`config.mk`:
```
export PLATFORM = sky130hd
export DESIGN_NAME = branch_resolver_flat
export DESIGN_NICKNAME = d
export VERILOG_FILES = /design/src/rtl/branch_resolver_if.sv /design/src/rtl/branch_resolver.sv /design/src/flat_wrapper.sv
export SDC_FILE = /design/constraint.sdc
export NUM_CORES = 1
export LEC_CHECK = 0
export CORE_UTILIZATION = 55
export DETAILED_ROUTE_END_ITERATION = 12
export PLACE_DENSITY = 0.82
export SETUP_SLACK_MARGIN = 0.02
export SLEW_MARGIN = 20
export SYNTH_ARGS = -nofsm -noshare
export SYNTH_HDL_FRONTEND = slang
export SYNTH_SLANG_ARGS = --single-unit
```
`constraint.sdc`:
```
create_clock -name CLK -period 3.6 [get_ports CLK]
set_clock_uncertainty 0.15 [all_clocks]
set_input_delay 0.9 -clock CLK [delete_from_list [all_inputs] [get_ports CLK]]
set_output_delay 0.9 -clock CLK [all_outputs]
set_load 0.03 [all_outputs]
```
`src/rtl/branch_resolver_if.sv`:
```
// Fetch/execute-facing bus of the branch resolver: prediction push, resolution and training/flush outputs.
interface branch_resolver_if #(
  parameter int unsigned PCW = 32
);
  logic           pred_valid;
  logic           pred_taken;
  logic [PCW-1:0] pred_pc;
  logic [PCW-1:0] pred_target;
  logic           pred_ready;
  logic           res_valid;
  logic           res_taken;
  logic [PCW-1:0] res_target;
  logic           upd_en;
  logic           upd_taken;
  logic           mispredict;
  logic [PCW-1:0] redirect_pc;
  logic           empty;
  logic           err_underflow;

  modport slave (
    input  pred_valid, pred_taken, pred_pc, pred_target,
    input  res_valid, res_taken, res_target,
    output pred_ready, upd_en, upd_taken, mispredict, redirect_pc, empty, err_underflow
  );

  modport master (
    output pred_valid, pred_taken, pred_pc, pred_target,
    output res_valid, res_taken, res_target,
    input  pred_ready, upd_en, upd_taken, mispredict, redirect_pc, empty, err_underflow
  );
endinterface

```
`src/rtl/branch_resolver.sv`:
```
// In-order queue of fetch predictions checked against execute outcomes; trains the predictor and flushes on mispredict.
// Optional statistics counters enabled by defining BRANCH_STATS_EN.
module branch_resolver #(
  parameter int unsigned DEPTH = 4,
  parameter int unsigned PCW   = 32
) (
  input  logic                CLK,
  input  logic                nRST,
  branch_resolver_if.slave    bus
`ifdef BRANCH_STATS_EN
  ,
  output logic [31:0]         stat_branches,
  output logic [31:0]         stat_mispredicts
`endif
);

  localparam int unsigned AW = $clog2(DEPTH);
  localparam int unsigned CW = AW + 1;

  typedef struct packed {
    logic           taken;
    logic [PCW-1:0] pc;
    logic [PCW-1:0] target;
  } entry_t;

  entry_t         mem_q [DEPTH];
  entry_t         mem_d [DEPTH];
  logic [AW-1:0]  rd_ptr_q, rd_ptr_d;
  logic [AW-1:0]  wr_ptr_q, wr_ptr_d;
  logic [CW-1:0]  count_q, count_d;
  logic           pred_ready_q, pred_ready_d;
  logic           empty_q, empty_d;
  logic           upd_en_q, upd_en_d;
  logic           upd_taken_q, upd_taken_d;
  logic           mispredict_q, mispredict_d;
  logic [PCW-1:0] redirect_pc_q, redirect_pc_d;
  logic           err_underflow_q, err_underflow_d;

  entry_t         head_c;
  logic           push_c;
  logic           pop_c;
  logic           mis_c;

  // Push gated by the registered ready so a full queue never accepts, even on a same-cycle pop.
  always_comb begin
    head_c = mem_q[rd_ptr_q];
    push_c = bus.pred_valid && pred_ready_q;
    pop_c  = bus.res_valid && !empty_q;
    mis_c  = pop_c && ((head_c.taken != bus.res_taken) ||
                       (head_c.taken && bus.res_taken && (head_c.target != bus.res_target)));
  end

  always_comb begin
    mem_d           = mem_q;
    rd_ptr_d        = rd_ptr_q;
    wr_ptr_d        = wr_ptr_q;
    count_d         = count_q;
    upd_en_d        = 1'b0;
    upd_taken_d     = upd_taken_q;
    mispredict_d    = 1'b0;
    redirect_pc_d   = redirect_pc_q;
    err_underflow_d = err_underflow_q;

    if (bus.res_valid && empty_q) begin
      err_underflow_d = 1'b1;
    end

    if (pop_c) begin
      upd_en_d    = 1'b1;
      upd_taken_d = bus.res_taken;
    end

    if (mis_c) begin
      // Everything younger than the mispredicted branch is wrong-path, including a same-cycle push.
      mispredict_d  = 1'b1;
      redirect_pc_d = bus.res_taken ? bus.res_target : (head_c.pc + PCW'(4));
      rd_ptr_d      = '0;
      wr_ptr_d      = '0;
      count_d       = '0;
    end else begin
      if (pop_c) begin
        rd_ptr_d = rd_ptr_q + AW'(1);
        count_d  = count_d - CW'(1);
      end
      if (push_c) begin
        mem_d[wr_ptr_q] = '{taken: bus.pred_taken, pc: bus.pred_pc, target: bus.pred_target};
        wr_ptr_d        = wr_ptr_q + AW'(1);
        count_d         = count_d + CW'(1);
      end
    end

    pred_ready_d = (count_d != CW'(DEPTH));
    empty_d      = (count_d == '0);
  end

  always_ff @(posedge CLK or negedge nRST) begin
    if (!nRST) begin
      for (int i = 0; i < DEPTH; i++) mem_q[i] <= '0;
      rd_ptr_q        <= '0;
      wr_ptr_q        <= '0;
      count_q         <= '0;
      pred_ready_q    <= 1'b1;
      empty_q         <= 1'b1;
      upd_en_q        <= 1'b0;
      upd_taken_q     <= 1'b0;
      mispredict_q    <= 1'b0;
      redirect_pc_q   <= '0;
      err_underflow_q <= 1'b0;
    end else begin
      mem_q           <= mem_d;
      rd_ptr_q        <= rd_ptr_d;
      wr_ptr_q        <= wr_ptr_d;
      count_q         <= count_d;
      pred_ready_q    <= pred_ready_d;
      empty_q         <= empty_d;
      upd_en_q        <= upd_en_d;
      upd_taken_q     <= upd_taken_d;
      mispredict_q    <= mispredict_d;
      redirect_pc_q   <= redirect_pc_d;
      err_underflow_q <= err_underflow_d;
    end
  end

  assign bus.pred_ready    = pred_ready_q;
  assign bus.empty         = empty_q;
  assign bus.upd_en        = upd_en_q;
  assign bus.upd_taken     = upd_taken_q;
  assign bus.mispredict    = mispredict_q;
  assign bus.redirect_pc   = redirect_pc_q;
  assign bus.err_underflow = err_underflow_q;

`ifdef BRANCH_STATS_EN
  logic [31:0] stat_branches_q, stat_branches_d;
  logic [31:0] stat_mispredicts_q, stat_mispredicts_d;

  // Saturating event counters.
  always_comb begin
    stat_branches_d    = stat_branches_q;
    stat_mispredicts_d = stat_mispredicts_q;
    if (pop_c && (stat_branches_q != '1)) stat_branches_d = stat_branches_q + 32'd1;
    if (mis_c && (stat_mispredicts_q != '1)) stat_mispredicts_d = stat_mispredicts_q + 32'd1;
  end

  always_ff @(posedge CLK or negedge nRST) begin
    if (!nRST) begin
      stat_branches_q    <= '0;
      stat_mispredicts_q <= '0;
    end else begin
      stat_branches_q    <= stat_branches_d;
      stat_mispredicts_q <= stat_mispredicts_d;
    end
  end

  assign stat_branches    = stat_branches_q;
  assign stat_mispredicts = stat_mispredicts_q;
`endif

endmodule
```
`src/flat_wrapper.sv`:
```
// flat-port wrapper written by rule: the top's interface ports become plain ports
module branch_resolver_flat 
#(
  parameter int unsigned DEPTH = 4,
  parameter int unsigned PCW   = 32
)
  (CLK, nRST, bus_pred_valid, bus_pred_taken, bus_pred_pc, bus_pred_target, bus_res_valid, bus_res_taken, bus_res_target, bus_pred_ready, bus_upd_en, bus_upd_taken, bus_mispredict, bus_redirect_pc, bus_empty, bus_err_underflow);
  branch_resolver_if #(.PCW(PCW)) bus_i ();
  input  logic CLK;
  input  logic nRST;
  input wire logic [$bits(bus_i.pred_valid)-1:0] bus_pred_valid;
  input wire logic [$bits(bus_i.pred_taken)-1:0] bus_pred_taken;
  input wire logic [$bits(bus_i.pred_pc)-1:0] bus_pred_pc;
  input wire logic [$bits(bus_i.pred_target)-1:0] bus_pred_target;
  input wire logic [$bits(bus_i.res_valid)-1:0] bus_res_valid;
  input wire logic [$bits(bus_i.res_taken)-1:0] bus_res_taken;
  input wire logic [$bits(bus_i.res_target)-1:0] bus_res_target;
  output wire logic [$bits(bus_i.pred_ready)-1:0] bus_pred_ready;
  output wire logic [$bits(bus_i.upd_en)-1:0] bus_upd_en;
  output wire logic [$bits(bus_i.upd_taken)-1:0] bus_upd_taken;
  output wire logic [$bits(bus_i.mispredict)-1:0] bus_mispredict;
  output wire logic [$bits(bus_i.redirect_pc)-1:0] bus_redirect_pc;
  output wire logic [$bits(bus_i.empty)-1:0] bus_empty;
  output wire logic [$bits(bus_i.err_underflow)-1:0] bus_err_underflow;
  assign bus_i.pred_valid = bus_pred_valid;
  assign bus_i.pred_taken = bus_pred_taken;
  assign bus_i.pred_pc = bus_pred_pc;
  assign bus_i.pred_target = bus_pred_target;
  assign bus_i.res_valid = bus_res_valid;
  assign bus_i.res_taken = bus_res_taken;
  assign bus_i.res_target = bus_res_target;
  assign bus_pred_ready = bus_i.pred_ready;
  assign bus_upd_en = bus_i.upd_en;
  assign bus_upd_taken = bus_i.upd_taken;
  assign bus_mispredict = bus_i.mispredict;
  assign bus_redirect_pc = bus_i.redirect_pc;
  assign bus_empty = bus_i.empty;
  assign bus_err_underflow = bus_i.err_underflow;
  branch_resolver #(.DEPTH(DEPTH), .PCW(PCW)) u_core (.CLK(CLK), .nRST(nRST), .bus(bus_i));
endmodule
```
# == After elaboration in Yosys (flattened, before gate mapping) ==
# Index checks and enable logic that the tools add are counted.
# word_totals
elab_cells,66
regBits,305
# classes
reduce_logical,13
n_mux,17
n_eq_ne,3
addsub,5
magnitude_cmp,3
bitwise,3
# ops
operator,count
bitwise mux 260 bit,1
2-to-1 mux 65 bit,3
binary-select mux 65 bit (select 2 bit),1
demux 65 bit (select 2 bit),1
adder 32 x 3 -> 32 bit (second input constant),1
2-to-1 mux 32 bit,1
inequality test 32 bit,1
2-to-1 mux 3 bit,4
2-to-1 mux 2 bit,4
logical AND 1 bit,7
greater-or-equal comparator 3 bit (second input constant),2
inverter 2 -> 3 bit,2
adder 2 x 1 -> 2 bit (second input constant),2
nonzero test 2 bit,2
adder 3 x 1 -> 3 bit (second input constant),1
logical NOT 3 bit,1
< comparator 3 x 1 -> 1 bit (second input constant),1
inequality test 3 bit (second input constant),1
subtractor 3 x 1 -> 3 bit (second input constant),1
2-to-1 mux 1 bit,2
AND reduction 2 bit,1
logical NOT 1 bit,1
logical OR 1 bit,1
inequality test 1 bit,1
inverter 1 bit,1

# == Logic depth before layout (Yosys ltp) ==
# Gate-level depths: netlist (run 1).
# depth
word_depth,13
mapped_depth,13
depth_no_buf,10

# == Worst setup path before layout (run 1) ==
# No wires, ideal clock.
# synth_path
path_kind,register -> register
from,register u_core.rd_ptr_q[0]
to,register u_core.mem_q[141] in the netlist's numbering
setup_time_ns,0.125
path_stages_with_launch,13
n_path_buf,7
slack_ns,0.291
arrival_ns,3.034
cell_sequence,dfrtp_1 -> buf_4 -> buf_6 -> buf_6 -> buf_6 -> buf_4 -> mux4_2 -> ha_1 -> and2_1 -> nor3_1 -> buf_4 -> buf_4 -> mux2_2
# synth_via
elab_chain_len,10
word_cells_on_any_way,12
cone_classes,eq/ne: 2; mux: 3; bitwise: 2; reduce/logical: 5
# synth_lines
item,line,rtl
start: declaration,branch_resolver.sv:28,"logic [AW-1:0] rd_ptr_q, rd_ptr_d;"
start signal: assignment,branch_resolver.sv:111,rd_ptr_q <= rd_ptr_d;
inverter 2 -> 3 bit (implied by the code) (*),branch_resolver.sv:46,head_c = mem_q[rd_ptr_q];
binary-select mux 65 bit (select 2 bit) (*),branch_resolver.sv:46,
2-to-1 mux 65 bit (implied by the code) (*) (2 in series),branch_resolver.sv:46,
inequality test 32 bit / logical AND 1 bit (equally long branches),branch_resolver.sv:50,(head_c.taken && bus.res_taken && (head_c.target != bus.res_target)));
logical AND 1 bit,branch_resolver.sv:50,
logical OR 1 bit (*),branch_resolver.sv:49,mis_c = pop_c && ((head_c.taken != bus.res_taken) ||
logical AND 1 bit (*),branch_resolver.sv:49,
inverter 1 bit (no line) (*),-,
AND reduction 2 bit (no line) (*),-,
end signal: assignment,branch_resolver.sv:110,mem_q <= mem_d;
end: declaration,branch_resolver.sv:26,entry_t mem_q [DEPTH];
# Every way passes the cells marked *; elsewhere a longest branch is shown, timed or not. The select of a mux whose other input is x is not followed.
# A chain may end at the register's enable or synchronous reset.

# == Worst setup path after layout (run 1) ==
# layout_path
from,register u_core.rd_ptr_q[0]
to,register u_core.mem_q[188] in the netlist's numbering
# The elaborated chain is that of the path after synthesis.

==> results of run 1 <==
==> cell type report <==
class | count | area (um^2) | share of cell area [%]
timing repair buffer | 214 | 2200 | 12.4
inverter | 15 | 56.3 | 0.316
multi-input combinational | 597 | 6420 | 36.1
sequential | 305 | 7640 | 42.9
clock inverter | 12 | 185 | 1.04
tap | 330 | 413 | 2.32
clock buffer | 43 | 881 | 4.95
==> critical path, cell delays in order (launching register included) <==
cell and delay (ns):
dfrtp_4 0.42, buf_4 0.14, buf_12 0.16, mux4_2 0.55, xnor2_1 0.19, nand4_1 0.25, nor4_4 0.42, a211oi_4 0.14
nor3_2 0.21, buf_4 0.19, buf_12 0.18, mux2_2 0.37
==> layer usage <==
layer,global-route usage (%),part of all wire [%],up-vias
met3,3.54,4.8,55
met4,6.99,2.3,0
li1,-,-,3937
met5,0,0,-
met1,37.0,43,4632
met2,43.4,49,250
==> where the power goes <==
part	leakage (nW)	switching, mW	total (mW)	internal [mW]
clock	0.530	1.30	3.35	2.05
combinational	3.12	3.26	7.38	4.11
sequential	3.65	0.911	6.09	5.18
==> layout by cell type (no fill, tap or decap), types with 4 or more instances in the layout <==
cell type and count:
ha_1 8, inv_1 15, xor2_1 9, clkbuf_8 6, mux2_1 16, mux2_2 279
mux4_2 65, nand4_1 13, nor3_2 5, clkinv_2 7, buf_6 5, clkbuf_1 6
clkdlybuf4s50_1 137, buf_12 18, bufinv_16 5, o21ai_0 24, clkbuf_16 31, mux2i_1 6
dfrtp_1 301, nor2_1 12, nand3_1 7, and2_1 4, nor2b_1 4, nand2_1 51
and3_1 4, xnor2_1 46, nor3_1 5, a21oi_1 4, buf_4 52
==> metrics by stage <==
stage	area [um^2]	setup TNS, ns	worst slack, ns	utilization, %
2_1_floorplan	14400	0	0.291	-
3_3_place_gp	16600	-58.72	-0.256	65.3
3_5_place_dp	16600	-63.25	-0.286	65.3
4_1_cts	17800	0	0.0459	69.7
5_1_grt	17800	0	0.000175	69.8
6_report	17800	0	0.0818	69.8
==> state kept, by name, summed over array words and instances (netlist names) <==
signal	flops
u_core.bus.upd_en	1
u_core.bus.upd_taken	1
u_core.bus.empty	1
u_core.mem_q	260
u_core.bus.err_underflow	1
u_core.bus.pred_ready	1
u_core.count_q	3
u_core.bus.redirect_pc	32
u_core.wr_ptr_q	2
u_core.bus.mispredict	1
u_core.rd_ptr_q	2
==> how the worst min path moves through the flow <==
stage                                   startpoint                        end  slack (ns)  cells past startpoint
after floorplan                  u_core.mem_q[134]          u_core.mem_q[134]        0.30                      1
after global placement    u_core.bus.err_underflow   u_core.bus.err_underflow        0.29                      1
after detailed placement  u_core.bus.err_underflow   u_core.bus.err_underflow        0.29                      1
after CTS                                     nRST  u_core.bus.redirect_pc[2]        0.18                      1
after global routing                          nRST           u_core.mem_q[42]        0.20                      1
final                                         nRST          u_core.mem_q[241]        0.17                      1
==> cell usage after synthesis (12+ instances only) <==
cell     number
nor2_1       12
buf_2        12
mux4_2       65
xnor2_1      48
mux2_2      279
buf_4        31
nand4_1      13
inv_1        15
nand2_1      51
mux2_1       16
dfrtp_1     303
o21ai_0      24
==> repair_timing <==
action | CTS | global route
setup endpoints to repair | 296 | 254
hold buffers | 0 | 0
setup buffers | 3 | 0
resized for setup | 6 | 6
pin swaps | 4 | 6
gates cloned | 0 | 0
==> kinds of logic (layout without fill, tap and decap cells) <==
group / Yosys count / after routing / synth area share [%]
flops: 305 / 305 / 53.0
xor+xnor: 57 / 57 / 3.46
simple gates: 130 / 130 / 4.83
compound gates: 36 / 36 / 1.41
mux: 366 / 366 / 33.6
buf+inv: 73 / 284 / 3.02
fa+ha+maj: 8 / 8 / 0.694
==> flow_summary.json, run 1 <==
{
  "drc_errors": 0,
  "ys_seq_elements": 305,
  "rows": 58,
  "num_io_pins": 140,
  "place_inst": 1458,
  "n_antenna_cell": 0,
  "yosysWarningCount": 0,
  "coreArea_um2": 25500,
  "drtAntennaViolNets": 0,
  "worst_ep_required_time_ns": 3.88,
  "die_area_um2": 26900,
  "synthesis.area_um2": 14400,
  "dp_hpwl_um": 24000,
  "antenna_found_initial": 0,
  "critPathLaunchType": "register",
  "syn_inst": 975,
  "clock_sinks": 305,
  "area_growth_pct": 23.4,
  "syn_area_per_cell_um2": 14.8,
  "finalSetupViolCount": 0,
  "reg2regPathDepth": 11,
  "synthTopCellsByArea": "dfrtp_1, mux2_2, mux4_2",
  "start_util_pct": 56.6,
  "cap_violations": 0,
  "yosys_most_used_dff": "dfrtp_1",
  "fin_nets": 1274,
  "async_flop_share_pct": 100,
  "die_x_um": 164,
  "htree_levels": 1,
  "finalPower_mw": 16.8,
  "synth-edff-count": 0,
  "vias_per_cell": 5.85,
  "yosys.area.top_type": "dfrtp_1",
  "r2r_end": "u_core.mem_q[188]",
  "power.density_nw_per_um2": 945,
  "drive_gt1_share_pct": 41.3,
  "num-fill-cells": 1686,
  "rsz0062_at_grt": "yes",
  "via_count": 8874,
  "hold_slack_ns": 0.172,
  "endpoint": "u_core.mem_q[188]",
  "final_cells": 1516,
  "relSlewSlack_pct": 55.4,
  "clock_latency_ns": 0.55,
  "cp_max_fo": 20,
  "syn_nets": 1085,
  "critPathKind": "reg2reg",
  "hold_class": "in2async",
  "p_leak_nw": 7.30,
  "r2r-start": "u_core.rd_ptr_q[0]",
  "first_pass_iters": 5,
  "gp_congestion": 0.830,
  "drt_first_iter_violations": 588,
  "slew_violations": 0,
  "wl_um": 33700,
  "worstPathArrival_ns": 3.80,
  "fmax_mhz": 284,
  "yosysUniqueCellTypes": 47,
  "cp-end-kind": "register",
  "die_h_um": 164,
  "grtUsageTotal_pct": 26.3,
  "cp-startpoint": "u_core.rd_ptr_q[0]",
  "first_global_vias": 9383,
  "r2r_slack_ns": 0.08,
  "routedWlPerCell_um": 22.2,
  "io_buffers": 139,
  "outcome": "completed",
  "yosysTopAreaCellShare_pct": 52.6,
  "yosysSeqAreaShare_pct": 53.0,
  "finalCritPeriodShare_pct": 97.7,
  "ir_worst_vdd_uv": 544,
  "min_period_ns": 3.52,
  "tritoncts": "yes",
  "grt_pass1_wl_um": 53500,
  "numCtsBuffers": 31,
  "cts-root-buf": "clkbuf_16",
  "cts_buffer_depth": 3,
  "grt_start_max_net_pins": 105,
  "hold_viol_final": 0,
  "tightest_slew_ns": 0.669,
  "path_clk_slew_ns": 0.06,
  "grt.overflow.total": 0
}
(Power assumes the default switching activity.)
==> run 2, diff against run 1 <==
Settings changed: SKIP_CTS_REPAIR_TIMING from default to 1.
==> run 2 against run 1 <==
Via count grew 0.10%; first-iteration DRC count is 6.3% higher; maximum frequency about the same; final cell count stayed put; register-to-register slack about the same; largest power group unchanged; highest routed layer unchanged.
==> flow_summary.json, run 2 (same netlist as run 1, synthesis figures left out) <==
{
  "outcome": "completed",
  "coreArea_um2": 25500,
  "numCtsBuffers": 31,
  "finalCritPeriodShare_pct": 97.7,
  "critPathLaunchType": "register",
  "cts-root-buf": "clkbuf_16",
  "multiInputGateArea_um2": 6430,
  "tritoncts": "yes",
  "grt_start_max_net_pins": 105,
  "area_growth_pct": 23.5,
  "seq_area_um2": 7640,
  "cp_max_fo": 11,
  "grt_pass1_wl_um": 53600,
  "largest_reg_flops": 260,
  "antenna_found_initial": 0,
  "io_buffers": 139,
  "slew_violations": 0,
  "ir_worst_vdd_uv": 543,
  "grtUsageTotal_pct": 26.3,
  "clock_sinks": 305,
  "final_cell_area_um2": 17800,
  "relSlewSlack_pct": 55.7,
  "tightest_slew_ns": 0.664,
  "drtAntennaViolNets": 0,
  "cts_buffer_depth": 3,
  "place_area_um2": 16600,
  "grt.overflow.total": 0,
  "hold_class": "in2async",
  "die_area_um2": 26900,
  "clock_latency_ns": 0.55,
  "min_period_ns": 3.52,
  "cp-end-kind": "register",
  "worstPathArrival_ns": 3.79,
  "drc_errors": 0,
  "critPathKind": "reg2reg",
  "worst_ep_required_time_ns": 3.88,
  "fin_nets": 1273,
  "start_util_pct": 56.6,
  "dp_hpwl_um": 24000,
  "routedWlPerCell_um": 22.3,
  "htree_levels": 1,
  "final_common_cell": "dfrtp_1",
  "reg2regPathDepth": 11,
  "final_cell_mix": "dfrtp_1, mux2_2, clkdlybuf4s50_1",
  "num_io_pins": 140,
  "rsz0062_at_grt": "yes",
  "fmax_mhz": 284,
  "die_h_um": 164,
  "p_leak_nw": 7.30,
  "rows": 58,
  "drt_first_iter_violations": 625,
  "die_x_um": 164,
  "num-fill-cells": 1678,
  "path_clk_slew_ns": 0.06,
  "via_count": 8883,
  "regMostFlops": "u_core.mem_q",
  "utilization_pct": 69.9,
  "power.density_nw_per_um2": 945,
  "cap_violations": 0,
  "first_global_vias": 9380,
  "finalSetupViolCount": 0,
  "hold_viol_final": 0,
  "gp_congestion": 0.830,
  "first_pass_iters": 4,
  "wl_um": 33900,
  "drive_gt1_share_pct": 41.4,
  "vias_per_cell": 5.86
}
-- run 2: cell count changes in the layout (fill, tap and decap cells not counted), sizes merged --
cell | previous run | this run
buf | 77 | 76
diode | 0 | 1
-- run 2: metrics by stage --
step / hold WS, ns / power [mW] / setup WS (ns) / TNS (ns) / instances
2_1_floorplan: 0.303 / 11.1 / 0.291 / 0 / 975
3_3_place_gp: 0.289 / 13.1 / -0.256 / -58.72 / 1458
3_5_place_dp: 0.294 / 13.4 / -0.286 / -63.25 / 1458
4_1_cts: 0.179 / 16.8 / -0.366 / -83.24 / 1513
5_1_grt: 0.202 / 17.7 / -0.00627 / -0.0115 / 1515
6_report: 0.163 / 16.8 / 0.0842 / 0 / 1516
-- run 2: metal layers --
| metal | GRT usage [%] | share of wire, % | vias up | wire, um |
|---|---|---|---|---|
| li1 | - | - | 3940 | - |
| met1 | 37.1 | 43 | 4649 | 14600 |
| met2 | 43.2 | 49 | 243 | 16700 |
| met3 | 3.56 | 5.3 | 51 | 1800 |
| met4 | 7.11 | 2.3 | 0 | 784 |
| met5 | 0 | 0 | - | 0 |
-- run 2: worst max-delay path: stages (launching register included) --
cell and delay [ns]:
dfrtp_4 0.44, buf_4 0.14, buf_12 0.16, mux4_2 0.56, xnor2_2 0.16, nand4_1 0.24
nor4_4 0.41, a211oi_4 0.15, nor3_2 0.25, buf_4 0.24, buf_12 0.15, mux2_2 0.35
-- run 2: power breakdown --
group | internal [mW] | switching (mW) | leakage [nW] | total [mW]
clock | 2.05 | 1.29 | 0.530 | 3.34
combinational | 4.12 | 3.28 | 3.13 | 7.39
sequential | 5.18 | 0.910 | 3.65 | 6.09
-- run 2: final timing paths --
| kind | startpoint | to | slack (ns) |
|---|---|---|---|
| max reg2reg | u_core.rd_ptr_q[0] | u_core.mem_q[259] | 0.08 |
| min in group CLK | u_core.bus.err_underflow | u_core.bus.err_underflow | 0.30 |
| max in group asynchronous | nRST | u_core.mem_q[28] | 2.15 |
| max | u_core.rd_ptr_q[0] | u_core.mem_q[259] | 0.08 |
| min reg2reg | u_core.bus.err_underflow | u_core.bus.err_underflow | 0.30 |
| min | nRST | u_core.mem_q[42] | 0.16 |
-- run 2: cell type report --
cell class | count | area share (%)
diodes | 1 | 0.0141
repair buffers | 213 | 12.3
clock inverters | 12 | 1.04
flip-flops and latches | 305 | 42.9
multi-input cells | 597 | 36.1
well taps | 330 | 2.32
inverters | 15 | 0.316
clock buffers | 43 | 4.95
